## config.mk

```make
export PLATFORM = sky130hd
export DESIGN_NAME = mem_arbiter
export DESIGN_NICKNAME = d
export VERILOG_FILES = /design/src/rtl/mem_arbiter.sv
export SDC_FILE = /design/constraint.sdc
export NUM_CORES = 1
export LEC_CHECK = 0
export BUFFER_PORTS_ARGS = -buffer_cell sky130_fd_sc_hd__buf_2
export CAP_MARGIN = 25
export CORE_MARGIN = 2
export CORE_UTILIZATION = 53
export DETAILED_ROUTE_END_ITERATION = 10
export PLACE_DENSITY = 0.81
export SYNTH_ARGS = -nofsm -noshare
export SYNTH_HDL_FRONTEND = slang
export SYNTH_SLANG_ARGS = --single-unit
```

## constraint.sdc

```tcl
create_clock -name clk -period 4.55 [get_ports clk]
set_input_delay 0.6825 -clock clk [delete_from_list [all_inputs] [get_ports clk]]
set_output_delay 0.6825 -clock clk [all_outputs]
set_load 0.01 [all_outputs]
```

## src/rtl/mem_arbiter.sv

```systemverilog
// Round-robin arbiter that serialises NUM_CH 1/2/4-byte client accesses onto a
// byte-wide RAM/IO port, with IO write stall and per-channel read flush.
module mem_arbiter #(
    parameter int                NUM_CH     = 3,
    parameter logic [NUM_CH-1:0] FLUSH_MASK = 3'b011
) (
    input  logic                  clk,
    input  logic                  rst,
    input  logic                  rdy,
    input  logic                  flush,
    input  logic                  io_buffer_full,
    input  logic [7:0]            mem_din,
    output logic [7:0]            mem_dout,
    output logic [31:0]           mem_a,
    output logic                  mem_wr,
    input  logic [NUM_CH-1:0]     ch_req,
    input  logic [NUM_CH-1:0]     ch_wr,
    input  logic [2*NUM_CH-1:0]   ch_len,
    input  logic [32*NUM_CH-1:0]  ch_addr,
    input  logic [32*NUM_CH-1:0]  ch_wdata,
    output logic [NUM_CH-1:0]     ch_done,
    output logic [31:0]           ch_rdata
);
    localparam int CW = $clog2(NUM_CH);

    typedef enum logic [1:0] {IDLE, READ, WRITE} state_t;

    state_t            r_state,    w_state_nxt;
    logic [CW-1:0]     r_ptr,      w_ptr_nxt;
    logic [CW-1:0]     r_gnt,      w_gnt_nxt;
    logic [2:0]        r_len,      w_len_nxt;
    logic [2:0]        r_step,     w_step_nxt;
    logic [31:0]       r_addr,     w_addr_nxt;
    logic [31:0]       r_wdata,    w_wdata_nxt;
    logic [31:0]       r_rbuf,     w_rbuf_nxt;
    logic [31:0]       r_mem_a,    w_mem_a_nxt;
    logic [7:0]        r_mem_dout, w_mem_dout_nxt;
    logic              r_mem_wr,   w_mem_wr_nxt;
    logic [NUM_CH-1:0] r_done,     w_done_nxt;
    logic [31:0]       r_rdata,    w_rdata_nxt;

    logic [NUM_CH-1:0] w_elig;
    logic              w_found;
    logic [CW-1:0]     w_gnt;
    logic [31:0]       w_sel_addr;
    logic [31:0]       w_sel_wdata;
    logic [1:0]        w_sel_len;
    logic [2:0]        w_step_inc;
    logic [31:0]       w_next_a;
    logic [1:0]        w_cap_idx;
    logic [1:0]        w_wr_idx;
    logic [31:0]       w_cap;

    function automatic logic io_stall(input logic [31:0] a, input logic full);
        return (a[17:16] == 2'b11) && full;
    endfunction

    // A channel whose done is still showing cannot be re-granted in the same cycle.
    assign w_elig = ch_req & ~r_done & ~(flush ? FLUSH_MASK : '0);

    always_comb begin
        w_found = 1'b0;
        w_gnt   = '0;
        for (int i = 0; i < NUM_CH; i++) begin
            if (!w_found && w_elig[(int'(r_ptr) + i) % NUM_CH]) begin
                w_found = 1'b1;
                w_gnt   = CW'((int'(r_ptr) + i) % NUM_CH);
            end
        end
    end

    assign w_sel_addr  = ch_addr[32*int'(w_gnt) +: 32];
    assign w_sel_wdata = ch_wdata[32*int'(w_gnt) +: 32];
    assign w_sel_len   = ch_len[2*int'(w_gnt) +: 2];
    assign w_step_inc  = r_step + 3'd1;
    assign w_next_a    = r_addr + {29'd0, w_step_inc};
    assign w_cap_idx   = 2'(r_step - 3'd1);
    assign w_wr_idx    = 2'(w_step_inc);

    always_comb begin
        // NOTE: every next-state signal gets a default first so no latch is inferred.
        w_state_nxt    = r_state;
        w_ptr_nxt      = r_ptr;
        w_gnt_nxt      = r_gnt;
        w_len_nxt      = r_len;
        w_step_nxt     = r_step;
        w_addr_nxt     = r_addr;
        w_wdata_nxt    = r_wdata;
        w_rbuf_nxt     = r_rbuf;
        w_mem_a_nxt    = r_mem_a;
        w_mem_dout_nxt = r_mem_dout;
        w_mem_wr_nxt   = 1'b0;
        w_done_nxt     = '0;
        w_rdata_nxt    = r_rdata;
        w_cap          = r_rbuf;
        w_cap[{w_cap_idx, 3'b000} +: 8] = mem_din;

        case (r_state)
            IDLE: begin
                if (w_found) begin
                    w_gnt_nxt   = w_gnt;
                    w_ptr_nxt   = (w_gnt == CW'(NUM_CH - 1)) ? '0 : w_gnt + 1'b1;
                    w_len_nxt   = (w_sel_len == 2'b00) ? 3'd1 : (w_sel_len == 2'b01) ? 3'd2 : 3'd4;
                    w_addr_nxt  = w_sel_addr;
                    w_wdata_nxt = w_sel_wdata;
                    w_step_nxt  = '0;
                    w_rbuf_nxt  = '0;
                    w_mem_a_nxt = w_sel_addr;
                    if (ch_wr[w_gnt]) begin
                        w_state_nxt    = WRITE;
                        w_mem_dout_nxt = w_sel_wdata[7:0];
                        w_mem_wr_nxt   = !io_stall(w_sel_addr, io_buffer_full);
                    end else begin
                        w_state_nxt = READ;
                    end
                end
            end
            WRITE: begin
                // r_mem_wr records whether the pending byte actually went out last cycle.
                if (r_mem_wr) begin
                    if (w_step_inc == r_len) begin
                        w_done_nxt[r_gnt] = 1'b1;
                        w_state_nxt       = IDLE;
                    end else begin
                        w_step_nxt     = w_step_inc;
                        w_mem_a_nxt    = w_next_a;
                        w_mem_dout_nxt = r_wdata[{w_wr_idx, 3'b000} +: 8];
                        w_mem_wr_nxt   = !io_stall(w_next_a, io_buffer_full);
                    end
                end else begin
                    w_mem_wr_nxt = !io_stall(r_mem_a, io_buffer_full);
                end
            end
            READ: begin
                if (flush && FLUSH_MASK[r_gnt]) begin
                    w_state_nxt = IDLE;
                    w_mem_a_nxt = '0;
                    w_rbuf_nxt  = '0;
                end else begin
                    if (r_step != 3'd0) w_rbuf_nxt = w_cap;
                    if (r_step == r_len) begin
                        w_done_nxt[r_gnt] = 1'b1;
                        w_rdata_nxt       = w_cap;
                        w_state_nxt       = IDLE;
                    end else begin
                        w_step_nxt = w_step_inc;
                        if (w_step_inc < r_len) w_mem_a_nxt = w_next_a;
                    end
                end
            end
            default: w_state_nxt = IDLE;
        endcase
    end

    // NOTE: sequential state uses non-blocking assignments so every register samples pre-edge values.
    always_ff @(posedge clk or negedge rst) begin
        if (!rst) begin
            r_state    <= IDLE;
            r_ptr      <= '0;
            r_gnt      <= '0;
            r_len      <= '0;
            r_step     <= '0;
            r_addr     <= '0;
            r_wdata    <= '0;
            r_rbuf     <= '0;
            r_mem_a    <= '0;
            r_mem_dout <= '0;
            r_mem_wr   <= 1'b0;
            r_done     <= '0;
            r_rdata    <= '0;
        end else if (rdy) begin
            r_state    <= w_state_nxt;
            r_ptr      <= w_ptr_nxt;
            r_gnt      <= w_gnt_nxt;
            r_len      <= w_len_nxt;
            r_step     <= w_step_nxt;
            r_addr     <= w_addr_nxt;
            r_wdata    <= w_wdata_nxt;
            r_rbuf     <= w_rbuf_nxt;
            r_mem_a    <= w_mem_a_nxt;
            r_mem_dout <= w_mem_dout_nxt;
            r_mem_wr   <= w_mem_wr_nxt;
            r_done     <= w_done_nxt;
            r_rdata    <= w_rdata_nxt;
        end
    end

    // Write strobe is masked while frozen so a held byte is never written twice.
    assign mem_wr   = r_mem_wr & rdy;
    assign mem_a    = r_mem_a;
    assign mem_dout = r_mem_dout;
    assign ch_done  = r_done;
    assign ch_rdata = r_rdata;
endmodule

```

* Yosys cells after proc, flatten, opt, wreduce, memory -nomap -nowiden *
Index checks and enable logic that the tools add are counted.
Widths: inputs -> output; s select.

storage, ports and cells
  flip-flop bits (word level) = 184
  bits of input ports = 217
  word-level logic and storage cells = 152

cells by class
  add/subtract/negate cells = 7
  divide/modulo/power cells = 3
  magnitude comparators = 7
  equality and inequality tests = 20
  shift-type cells = 6
  muxes and demuxes = 65
  bitwise gates (word level) = 6
  reductions and logical operators = 25

operators with widths
  kind                    number
  $mux 32                 9
  $shiftx 96x8->32        2
  $lt 32x4->1 const B     3
  $pmux 32 s3             1
  $mod 32x3->32 const B   2
  $pmux 32 s2             1
  $mux 3                  11
  $add 32x3->32           1
  $bwmux 32               1
  $mod 3x3->32 const B    1
  $mux 8                  4
  $shift 8x7->32 const A  1
  $shiftx 32x6->8         1
  $shiftx 8x7->32         1
  $mux 2                  11
  $mux 1                  16
  $pmux 8 s2              1
  $ne 2x2->1 const B      7
  $reduce_and 7->1        2
  $ne 3x3->1 const B      4
  $bmux 1 s2              5
  $eq 2x2->1 const B      5
  $pmux 3 s3              1
  $reduce_and 4->1        2
  29 further kinds        46

* Logic depth before layout (Yosys ltp) *
Gate-level depths: netlist of the first run.

  depth in word-level cells = 20
  mapped depth = 13
  mapped depth without buffers = 9

* Least setup slack after synthesis of the first run *
Ideal clock, no wire load.

  kind = reg-to-reg
  start = register r_step[0]
  end = register r_mem_a[21] (netlist: mem_a[21])
  arrival time = 3318 ps
  path slack = 1108 ps
  cell stages (with the launch flop) = 13
  path buffers = 3
  period minus slack after synthesis = 3442 ps
  path through = dfrtp_1 > clkbuf_1 > inv_1 > ha_1 > ha_1 > nor2b_1 > o21a_1 > nor3_1 > o21a_1 > nand2_1 > buf_2 > buf_1 > mux2_2

on the way
  longest elaborated chain between the ends = 6
  elaborated cells on any way between the ends = 15

ends and longest elaborated chain
  what                      RTL line  source
  start: declaration        32        logic [2:0] r_step, w_step_nxt;
  start signal: assignment  176       r_step <= w_step_nxt;
  $add 3x1->3               75        assign w_step_inc = r_step + 3'd1;
  $add 32x3->32             76        assign w_next_a = r_addr + {29'd0, w_step_inc};
  $mux 32                   147       if (w_step_inc < r_len) w_mem_a_nxt = w_next_a;
  $mux 32                   141       if (r_step == r_len) begin
  $mux 32                   135       if (flush && FLUSH_MASK[r_gnt]) begin
  $pmux 32 s3               98        case (r_state)
  end signal: assignment    180       r_mem_a <= w_mem_a_nxt;
  end: declaration          36        logic [31:0] r_mem_a, w_mem_a_nxt;

Parallel ways exist; a longest one is shown, timed or not. The select of a mux whose other input is x is not followed.
A chain may end at the register's enable or synchronous reset.

* Final worst setup path of the first run *
  start = register r_ptr[0]
  end = register r_mem_dout[5] (netlist: mem_dout[5])

on the way
  longest elaborated chain between the ends = 15
  elaborated cells on any way between the ends = 33

ends and longest elaborated chain
  what                                                                    RTL line  source
  start: declaration                                                      29        logic [CW-1:0] r_ptr, w_ptr_nxt;
  start signal: assignment                                                173       r_ptr <= w_ptr_nxt;
  parallel branches: the longest is 15 deep, another holds $mod 32x3->32  --
  end signal: assignment                                                  181       r_mem_dout <= w_mem_dout_nxt;
  end: declaration                                                        37        logic [7:0] r_mem_dout, w_mem_dout_nxt;

Parallel ways; which one is timed is not known. The select of a mux whose other input is x is not followed.

==> out/qor.csv, run 1 <==
metric;value;unit
synth_cells;1124;
worstSetupPathType;flop to flop;
synth_mux_area_frac;0.0778;
slowest_delay;0.89;ns
route.vias.total;10100;
synth-simple-area-share;0.176;
synth-seq-cells;184;
synth-main-ff-cell;dfrtp_1;
drv_cap;0;
postCtsHoldBufs;0;
die_area;0.0211;mm^2
numCtsBuffers;17;
die_w;145;um
wl_per_cell;19.5;um
grt_max_degree;128;
slowest_stage;o211a_1;
clockPowerShare;0.188;
yosys.area_share.adder;0.0242;
combPwrFrac;0.481;
r2r-start;r_ptr[0];
gr-usage-met1;0.418;
io_pins;293;
leakagePower;6.17;nW
drive_above_1_share;0.288;
yosys.area.top_type;dfrtp_1;
clock_sinks;184;
use_met3;0.0714;
multi_input_area;0.00558;mm^2
rsz0062_at_grt;no;
fin_crit_sh;0.777;
crit_chain;ha_1 -> and2_1 -> o21ai_1 -> o211a_1 -> o31ai_4 -> a211oi_4 -> mux2_2;
synthDistinctLibCells;63;
root_buffer;clkbuf_16;
crit_buf_inv;0;
period_minus_slack;3.54;ns
synth_area_per_cell;9.42;um^2
drt_iter0_markers;811;
p_sw_frac;0.427;
grt_pass1_vias;9680;
synth_top_family_by_area;compound AO/OA/AOI/OAI gates;
vias_per_cell;6.07;
fmax;283;MHz
seq_area_frac_synth;0.435;
place.port_buffers;292;
syn_to_final_growth;21.7;%
synthArstFlopShare;1.00;
n_fill_cell;1621;
grt_use_total;0.303;
power;0.00827;W
grt_pass1_wl;51400;um
rrSetupSlack;1.01;ns
hold_ws;0.198;ns
dpl.hpwl;22900;um
p_sw;0.00353;W
synth_nets;1360;
maxSlewViolCount;0;
worstSetupStartpointType;flop;
drt_wl_total;32300;um
post_cts_buffers;0;
initial_core_util;0.542;
cts-resized-gates;0;
rows;51;
ant_nets;0;
worstMarginPinSlew;1.06;ns
gp_congestion;0.889;
cp_data_required_time;4.88;ns
status;complete, no violations;
core_region_area;0.0195;mm^2
timing.rr.end;mem_dout[5];
path_depth;7;
synthTopCellsByArea;dfrtp_1, nand2_1, mux2_2, nor2_1, a21oi_1;
power_frac_seq;0.331;
finalSetupViolCount;0;
use_met2;0.478;
regArea;0.00460;mm^2
cp_max_fo;21;
clkTransAtPathRegs;0.08;ns
clock_skew;0.0136;ns
internal-power;0.00474;W
drt_first_pass_iters;5;
crit_path_end;mem_dout[5];
drcViolationCount;0;
cts_tree;built;
nets;1610;
yosys_warnings;0;
crit_start;r_ptr[0];
vdd_drop_max;0.346;mV
synth_compound_area_frac;0.220;
cts_max_level;4;
final.setup.tns;0;ns
overflow;0;
synth_top_area_frac;0.435;
antenna_found_initial;4;
hold_path.class;input pin to async pin;
fin_ws;1.01;ns
synth_xor_xnor_area_share;0.0273;
slew_headroom;0.287;
cp-end-kind;flop;
cts_max_path_buffers;2;
dieHeight;145;um
hold_viol;0;
power_density;642;mW/mm^2
syn-cell-area;0.0106;mm^2
grt_busiest_layer;met2;
worstRegToRegCells;7;
place_ws;1.04;ns
synth_edf_count;0;
insertion_delay;0.45;ns
path_delay_family;compound AO/OA/AOI/OAI gates;
worstPathArrival;3.87;ns
## cells by family (layout without fill, tap and decap cells)
logic type	after synthesis	count (layout)
compound gates	322	322
buf+inv	98	361
mux	67	67
other cells	0	3
fa+ha+maj	20	20
xor+xnor	33	33
simple gates	400	400
flops	184	184
## cell usage after synthesis (3+ instances only)
| master | instances |
|---|---|
| a22oi_1 | 6 |
| o31ai_1 | 37 |
| xnor2_1 | 21 |
| or3_1 | 3 |
| ha_1 | 18 |
| buf_1 | 5 |
| and2_1 | 8 |
| buf_4 | 6 |
| o32ai_1 | 20 |
| a211oi_1 | 36 |
| a22o_1 | 3 |
| and3_1 | 34 |
| a31oi_1 | 3 |
| clkbuf_1 | 57 |
| o21ai_0 | 17 |
| o2111ai_1 | 3 |
| a311oi_1 | 24 |
| nor3_1 | 13 |
| o21a_1 | 5 |
| dfrtp_1 | 184 |
| nand3_1 | 22 |
| xor2_1 | 12 |
| o211ai_1 | 3 |
| buf_2 | 9 |
| nor4b_1 | 3 |
| and4_1 | 4 |
| nand4_1 | 11 |
| nor2_1 | 105 |
| mux2i_1 | 17 |
| a21oi_1 | 74 |
| nor2b_1 | 34 |
| o21ai_1 | 3 |
| mux2_2 | 40 |
| a21o_1 | 36 |
| nand2_1 | 149 |
| inv_1 | 18 |
| nor4_1 | 7 |
| o221ai_1 | 3 |
| mux4_2 | 8 |
| o2bb2ai_1 | 32 |
## state kept, by name (all words and copies together) (netlist names)
register,cells
r_state,2
ch_rdata,32
ch_done,3
r_step,3
r_gnt,2
r_ptr,2
r_wdata,32
r_addr,32
mem_a,32
r_len,3
r_rbuf,32
r_mem_wr,1
mem_dout,8
## layout by cell type (no fill, tap or decap), types with 4 or more instances in the layout
master     instances
nor3_1            13
mux2i_1           17
nand3_1           22
nand2_1          148
ha_1              18
o2bb2ai_1         32
a211oi_1          36
a21oi_1           74
o32ai_1           20
xor2_1            12
and4_1             4
nand4_1           11
buf_4             13
inv_1             18
clkinv_8           4
nor2b_1           34
xnor2_1           21
dfrtp_1          184
nor2_1           104
a21o_1            36
and2_1             8
and3_1            34
buf_2            291
mux2_2            40
a22oi_1            6
a311oi_1          24
clkbuf_16         17
mux4_2             8
o31ai_1           37
nor4_1             7
o21ai_0           17
o21a_1             5
## area by class of cell
| cell class | instances | area share |
|---|---|---|
| tap | 265 | 0.0257 |
| multi-input combinational | 842 | 0.433 |
| inverter | 19 | 0.00554 |
| sequential | 184 | 0.357 |
| clock inverter | 15 | 0.0156 |
| timing repair buffer | 310 | 0.129 |
| clock buffer | 17 | 0.0330 |
| antenna | 3 | 0.000583 |
## worst min path at each step
| stage | start | end | slack (ns) | depth (start not counted) |
|---|---|---|---|---|
| 3_5_place_dp | r_wdata[25] | r_wdata[25] | 0.46 | 1 |
| 5_1_grt | rst | ch_rdata[13] | 0.22 | 1 |
| 2_1_floorplan | rst | ch_done[0] | 0.39 | 0 |
| 6_report | rst | ch_rdata[13] | 0.20 | 1 |
| 4_1_cts | rst | ch_rdata[13] | 0.45 | 1 |
| 3_3_place_gp | r_wdata[28] | r_wdata[28] | 0.45 | 1 |
## per-layer routing
metal  share of wire  wire length (um)
met1            0.43             13900
met2            0.47             15100
met3           0.075              2430
met4           0.027               875
met5         0.00037                12
## power groups by stage
stage,Clock [W],Sequential [W],Combinational (W)
2_1_floorplan,0,0.00278,0.00267
3_3_place_gp,0,0.00273,0.00383
3_5_place_dp,0,0.00275,0.00393
4_1_cts,0.00157,0.00272,0.00395
5_1_grt,0.00163,0.00281,0.00435
6_report,0.00156,0.00274,0.00398
## metrics by stage
stage | utilization | std cells | area, um^2
after global routing | 0.660 | 1655 | 12900
final | 0.660 | 1655 | 12900
after detailed placement | 0.626 | 1618 | 12200
after global placement | 0.625 | 1617 | 12200
after floorplan | - | 1124 | 10600
after CTS | 0.658 | 1650 | 12800
Note: power is estimated with default switching activity, not from simulation.
==> run 2: changes to the inputs <==
--- a/config.mk
+++ b/config.mk
@@ -8,9 +8,9 @@
 export BUFFER_PORTS_ARGS = -buffer_cell sky130_fd_sc_hd__buf_2
 export CAP_MARGIN = 25
 export CORE_MARGIN = 2
-export CORE_UTILIZATION = 53
+export CORE_UTILIZATION = 48
 export DETAILED_ROUTE_END_ITERATION = 10
-export PLACE_DENSITY = 0.81
+export PLACE_DENSITY = 0.77
 export SYNTH_ARGS = -nofsm -noshare
 export SYNTH_HDL_FRONTEND = slang
 export SYNTH_SLANG_ARGS = --single-unit
==> constraint.sdc (replaced) <==
create_clock -name clk -period 3.05 [get_ports clk]
set_input_delay 0.4575 -clock clk [delete_from_list [all_inputs] [get_ports clk]]
set_output_delay 0.4575 -clock clk [all_outputs]
set_load 0.01 [all_outputs]
==> out/qor.csv, run 2 (synthesis gave the netlist of run 1 again) <==
metric;value;unit;change
cp_data_required_time;3.38;ns;was 4.88 ns
grt_pass1_vias;9825;;was 9680
initial_core_util;0.487;;was 0.542
maxSlewViolCount;0;;unchanged
grt_max_degree;76;;was 128
hold_ws;-0.00934;ns;was 0.198 ns
grt_pass1_wl;53400;um;was 51400 um
rrSetupSlack;0.25;ns;was 1.01 ns
drt_wl_total;33600;um;was 32300 um
status;finished, violations left;;was complete, no violations
drt_iter0_markers;863;;was 811
antenna_found_initial;7;;was 4
dpl-instance-area;0.0125;mm^2;was 0.0122 mm^2
vdd_drop_max;0.609;mV;was 0.346 mV
drt_first_pass_iters;5;;unchanged
gp_congestion;0.868;;was 0.889
die_w;153;um;was 145 um
numCtsBuffers;17;;unchanged
cp-end-kind;flop;;unchanged
rows;54;;was 51
drcViolationCount;0;;unchanged
period_minus_slack;2.80;ns;was 3.54 ns
cp_max_fo;24;;was 21
hold_viol;3;;was 0
hold_path.class;input pin to async pin;;unchanged
cts_tree;built;;unchanged
rsz0062_at_grt;no;;unchanged
drv_cap;0;;unchanged
leakagePower;6.28;nW;was 6.17 nW
ant_nets;0;;unchanged
power_density;948;mW/mm^2;was 642 mW/mm^2
die_area;0.0233;mm^2;was 0.0211 mm^2
drive_above_1_share;0.304;;was 0.288
core_region_area;0.0218;mm^2;was 0.0195 mm^2
final.setup.tns;0;ns;unchanged
worstSetupPathType;flop to flop;;unchanged
grt_use_total;0.287;;was 0.303
wl_per_cell;19.8;um;was 19.5 um
io_pins;293;;unchanged
syn_to_final_growth;23.7;%;was 21.7%
worstPathArrival;3.13;ns;was 3.87 ns
cts_max_path_buffers;2;;unchanged
clkTransAtPathRegs;0.08;ns;about the same
layout_commonest_cell;buf_2;;unchanged
clock_skew;0.0162;ns;was 0.0136 ns
fmax;357;MHz;was 283 MHz
fin_crit_sh;0.919;;was 0.777
insertion_delay;0.44;ns;was 0.45 ns
cts_max_level;4;;unchanged
slew_headroom;0.393;;was 0.287
violations;hold timing;;
nets;1636;;was 1610
dpl.hpwl;24600;um;was 22900 um
finalSetupViolCount;0;;unchanged
vias_per_cell;5.89;;was 6.07
worstMarginPinSlew;0.888;ns;was 1.06 ns
fin_area;0.0131;mm^2;was 0.0129 mm^2
route.vias.total;9976;;was 10100
dieHeight;153;um;was 145 um
place.port_buffers;292;;unchanged
final_cell_mix;buf_2, dfrtp_1, nand2_1, nor2_1, a21oi_1;;unchanged
worstSetupStartpointType;flop;;unchanged
overflow;0;;unchanged
clock_sinks;184;;unchanged
root_buffer;clkbuf_16;;unchanged
run 2: cell count changes in the layout (fill, tap and decap cells not counted), moves of 2 or more:
| cell | before | now |
|---|---|---|
| inv_8 | 2 | 4 |
| buf_4 | 13 | 38 |
| clkinv_8 | 4 | 2 |
| clkinv_4 | 2 | 0 |
| buf_12 | 3 | 6 |
run 2: timing repair:
item / in CTS / in global routing
gates resized for setup: 0 / 4
setup endpoints to repair: 0 / 30
hold buffers: 0 / 0
buffers inserted: 0 / 0
run 2: metal layers:
metal	global-route usage	wire, um
met5	0	41
met4	0.0683	590
met3	0.0609	2560
met2	0.471	15800
met1	0.393	14600
run 2: worst max-delay path, stage by stage, from the launching register on:
cell      delay (ns)
dfrtp_1         0.35
inv_1           0.05
ha_1            0.40
nor2_1          0.08
or4_4           0.57
buf_4           0.26
and3_1          0.21
a211oi_1        0.39
o31ai_1         0.11
mux2_2          0.27
run 2: layout make-up:
class | count | area [um^2]
Fill cell | 1901 | 8670
Multi-Input combinational cell | 842 | 5600
Sequential cell | 184 | 4610
Timing Repair Buffer | 336 | 1880
Clock buffer | 18 | 429
Tap cell | 280 | 350
Clock inverter | 14 | 149
Inverter | 19 | 71.3
Antenna cell | 2 | 5.00
run 2: final timing paths:
kind | from | depth (start not counted) | end
worst max-delay path | r_ptr[0] | 9 | mem_dout[2]
worst min-delay path | rst | 1 | r_wdata[19]
worst max register to register | r_ptr[0] | 9 | mem_dout[2]
worst min register to register | r_wdata[16] | 1 | r_wdata[16]
max in group asynchronous | rst | 2 | ch_rdata[3]
min in group clk | ch_addr[42] | 3 | r_addr[10]
run 2: power by group:
group          switching [W]  leakage (nW)  total (W)  internal [W]
Combinational        0.00348          3.65    0.00615       0.00267
Sequential          0.000687          2.35    0.00407       0.00338
Clock                0.00109         0.278    0.00219       0.00110
run 2: per-stage QoR:
| stage | hold slack (ns) | setup slack, ns | total power (W) | cells | utilization |
|---|---|---|---|---|---|
| floorplan | 0.162 | 0.0405 | 0.00813 | 1124 | - |
| global placement | 0.454 | 0.174 | 0.0100 | 1661 | 0.574 |
| detailed placement | 0.463 | 0.173 | 0.0102 | 1661 | 0.574 |
| CTS | 0.0102 | 0.155 | 0.0124 | 1693 | 0.600 |
| global route | 0.0260 | 0.00919 | 0.0133 | 1694 | 0.602 |
| finish | -0.00934 | 0.247 | 0.0124 | 1695 | 0.602 |
==> run 3: changes to the inputs <==
--- a/config.mk
+++ b/config.mk
@@ -11,6 +11,7 @@
 export CORE_UTILIZATION = 48
 export DETAILED_ROUTE_END_ITERATION = 10
 export PLACE_DENSITY = 0.77
+export RECOVER_POWER = 100
 export SYNTH_ARGS = -nofsm -noshare
 export SYNTH_HDL_FRONTEND = slang
 export SYNTH_SLANG_ARGS = --single-unit
==> out/qor.csv, run 3 (synthesis gave the netlist of run 1 again) <==
metric;value;unit;change
drt_first_pass_iters;5;;unchanged
numCtsBuffers;17;;unchanged
grt_max_degree;76;;unchanged
min_delay_path_depth;3;;
drt_wl_total;33700;um;was 33600 um
nets;1636;;unchanged
rsz0062_at_grt;no;;unchanged
maxSlewViolCount;62;;was 0
period_minus_slack;2.90;ns;was 2.80 ns
die_w;153;um;unchanged
drt_iter0_markers;816;;was 863
hold_start;ch_addr[42];;
route.vias.total;9951;;was 9976
drcViolationCount;0;;unchanged
status;finished, violations left;;unchanged
clkTransAtPathRegs;0.07;ns;was 0.08 ns
worstSetupPathType;flop to flop;;unchanged
combPwrFrac;0.490;;was 0.496
cts_tree;built;;unchanged
leakagePower;6.00;nW;was 6.28 nW
overflow;0;;unchanged
grt_pass1_vias;9825;;unchanged
crit_buf_inv;2;;unchanged
hold_viol;0;;was 3
finalSetupViolCount;0;;unchanged
initial_core_util;0.487;;unchanged
timing.rr.end;mem_a[7];;was mem_dout[2]
path_delay_family;simple AND/OR/NAND/NOR gates;;unchanged
hold_path.class;input pin to flop;;was input pin to async pin
internal-power;0.00700;W;was 0.00715 W
power_frac_seq;0.332;;was 0.328
final_util;0.594;;was 0.602
slowest_delay;0.57;ns;about the same
dieHeight;153;um;unchanged
cp_max_fo;31;;was 24
fin_crit_sh;0.950;;was 0.919
cp-end-kind;flop;;unchanged
worstRegToRegCells;9;;unchanged
syn_to_final_growth;22.2;%;was 23.7%
insertion_delay;0.43;ns;was 0.44 ns
root_buffer;clkbuf_16;;unchanged
layout_commonest_cell;buf_2;;unchanged
slowest_stage;or4_4;;unchanged
rrSetupSlack;0.15;ns;was 0.25 ns
io_pins;293;;unchanged
power_density;950;mW/mm^2;was 948 mW/mm^2
clock_skew;0.0184;ns;was 0.0162 ns
clockPowerShare;0.178;;was 0.176
cp_data_required_time;3.35;ns;was 3.38 ns
dpl.hpwl;24600;um;unchanged
postCtsHoldBufs;0;;unchanged
antenna_found_initial;7;;unchanged
clock_sinks;184;;unchanged
p_sw;0.00528;W;was 0.00526 W
die_area;0.0233;mm^2;unchanged
ant_nets;0;;unchanged
worstPathArrival;3.20;ns;was 3.13 ns
drv_cap;1;;was 0
core_region_area;0.0218;mm^2;unchanged
worstMarginPinSlew;1.57;ns;was 0.888 ns
n_fill_cell;1937;;was 1901
violations;capacitance limit, slew limit;;was hold timing
vias_per_cell;5.87;;was 5.89
p_sw_frac;0.430;;was 0.424
wl_per_cell;19.9;um;was 19.8 um
place.port_buffers;292;;unchanged
cts_max_path_buffers;2;;unchanged
slew_headroom;-0.0483;;was 0.393
vdd_drop_max;0.602;mV;was 0.609 mV
rows;54;;unchanged
gp_congestion;0.868;;unchanged
multi_input_area;0.00560;mm^2;about the same
fmax;345;MHz;was 357 MHz
gr-usage-met1;0.393;;unchanged
drive_above_1_share;0.246;;was 0.304
r2r-start;r_ptr[0];;unchanged
cts_max_level;4;;unchanged
regArea;0.00461;mm^2;unchanged
whs_endpoint;r_addr[10];;
grt_pass1_wl;53400;um;unchanged
use_met3;0.0609;;unchanged
crit_chain;inv_1 -> ha_1 -> nor2_1 -> or4_4 -> nand2_1 -> buf_12 -> mux2i_1 -> o221ai_1 -> mux2_2;;was inv_1 -> ha_1 -> nor2_1 -> or4_4 -> buf_4 -> and3_1 -> a211oi_1 -> o31ai_1 -> mux2_2
final.setup.tns;0;ns;unchanged
final_cell_mix;buf_2, dfrtp_1, nand2_1, nor2_1, clkbuf_1;;was buf_2, dfrtp_1, nand2_1, nor2_1, a21oi_1
grt_use_total;0.287;;unchanged
grt_busiest_layer;met2;;unchanged
worstSetupStartpointType;flop;;unchanged
use_met2;0.471;;unchanged
-- run 3: changes by cell type in the layout (fill, tap and decap cells not counted), moves of 2 or more --
cell	change
clkbuf_2	+7
clkbuf_1	+78
buf_12	-2
and2_0	+2
buf_4	-7
mux2_2	-2
buf_2	-75
mux2_1	+2
and2_1	-2
-- run 3: through the flow --
step | cells | worst slack, ns | total power (W) | hold slack (ns) | area, um^2
final | 1695 | 0.154 | 0.0123 | 0.369 | 12900
after global routing | 1694 | 0.00851 | 0.0131 | 0.369 | 12900
after CTS | 1693 | 0.155 | 0.0124 | 0.0102 | 13100
after detailed placement | 1661 | 0.173 | 0.0102 | 0.463 | 12500
after global placement | 1661 | 0.174 | 0.0100 | 0.454 | 12500
after floorplan | 1124 | 0.0405 | 0.00813 | 0.162 | 10600
-- run 3: power by group through the flow --
| stage | clock network, W | registers [W] | logic, W |
|---|---|---|---|
| 5_1_grt | 0.00233 | 0.00420 | 0.00661 |
| 4_1_cts | 0.00221 | 0.00405 | 0.00613 |
| 3_5_place_dp | 0 | 0.00409 | 0.00609 |
| 3_3_place_gp | 0 | 0.00407 | 0.00595 |
| 2_1_floorplan | 0 | 0.00414 | 0.00399 |
| 6_report | 0.00219 | 0.00408 | 0.00601 |
-- run 3: layer usage --
metal,share of wire,wire length (um),vias to the layer above
met2,0.47,15900,412
met1,0.43,14600,4813
met3,0.077,2600,42
li1,-,-,4678
met5,0.0012,41,-
met4,0.015,513,6
-- run 3: how the worst max path moves through the flow --
stage,cells past startpoint,start,endpoint,slack (ns)
final,9,r_ptr[0],mem_a[7],0.15
after global routing,10,r_step[1],mem_a[7],0.009
after floorplan,12,r_step[0],mem_a[21],0.04
after global placement,9,r_ptr[0],mem_dout[2],0.17
after detailed placement,9,r_ptr[0],mem_dout[2],0.17
after CTS,10,r_step[1],mem_a[7],0.16
-- run 3: what timing repair did --
action | 4_1_cts | 5_1_grt
setup endpoints to repair | 0 | 30
resized for setup | 0 | 4
buffers inserted | 0 | 0
-- run 3: final cells by class --
class | count | area share
diodes | 2 | 0.000387
clock buffers | 18 | 0.0332
clock inverters | 14 | 0.0115
inverters | 19 | 0.00551
multi-input cells | 842 | 0.433
flip-flops and latches | 184 | 0.356
well taps | 280 | 0.0271
repair buffers | 336 | 0.133
-- run 3: tightest hold or removal path: stages --
cell,delay [ns]
buf_2,0.10
mux2i_1,0.06
o21ai_0,0.14
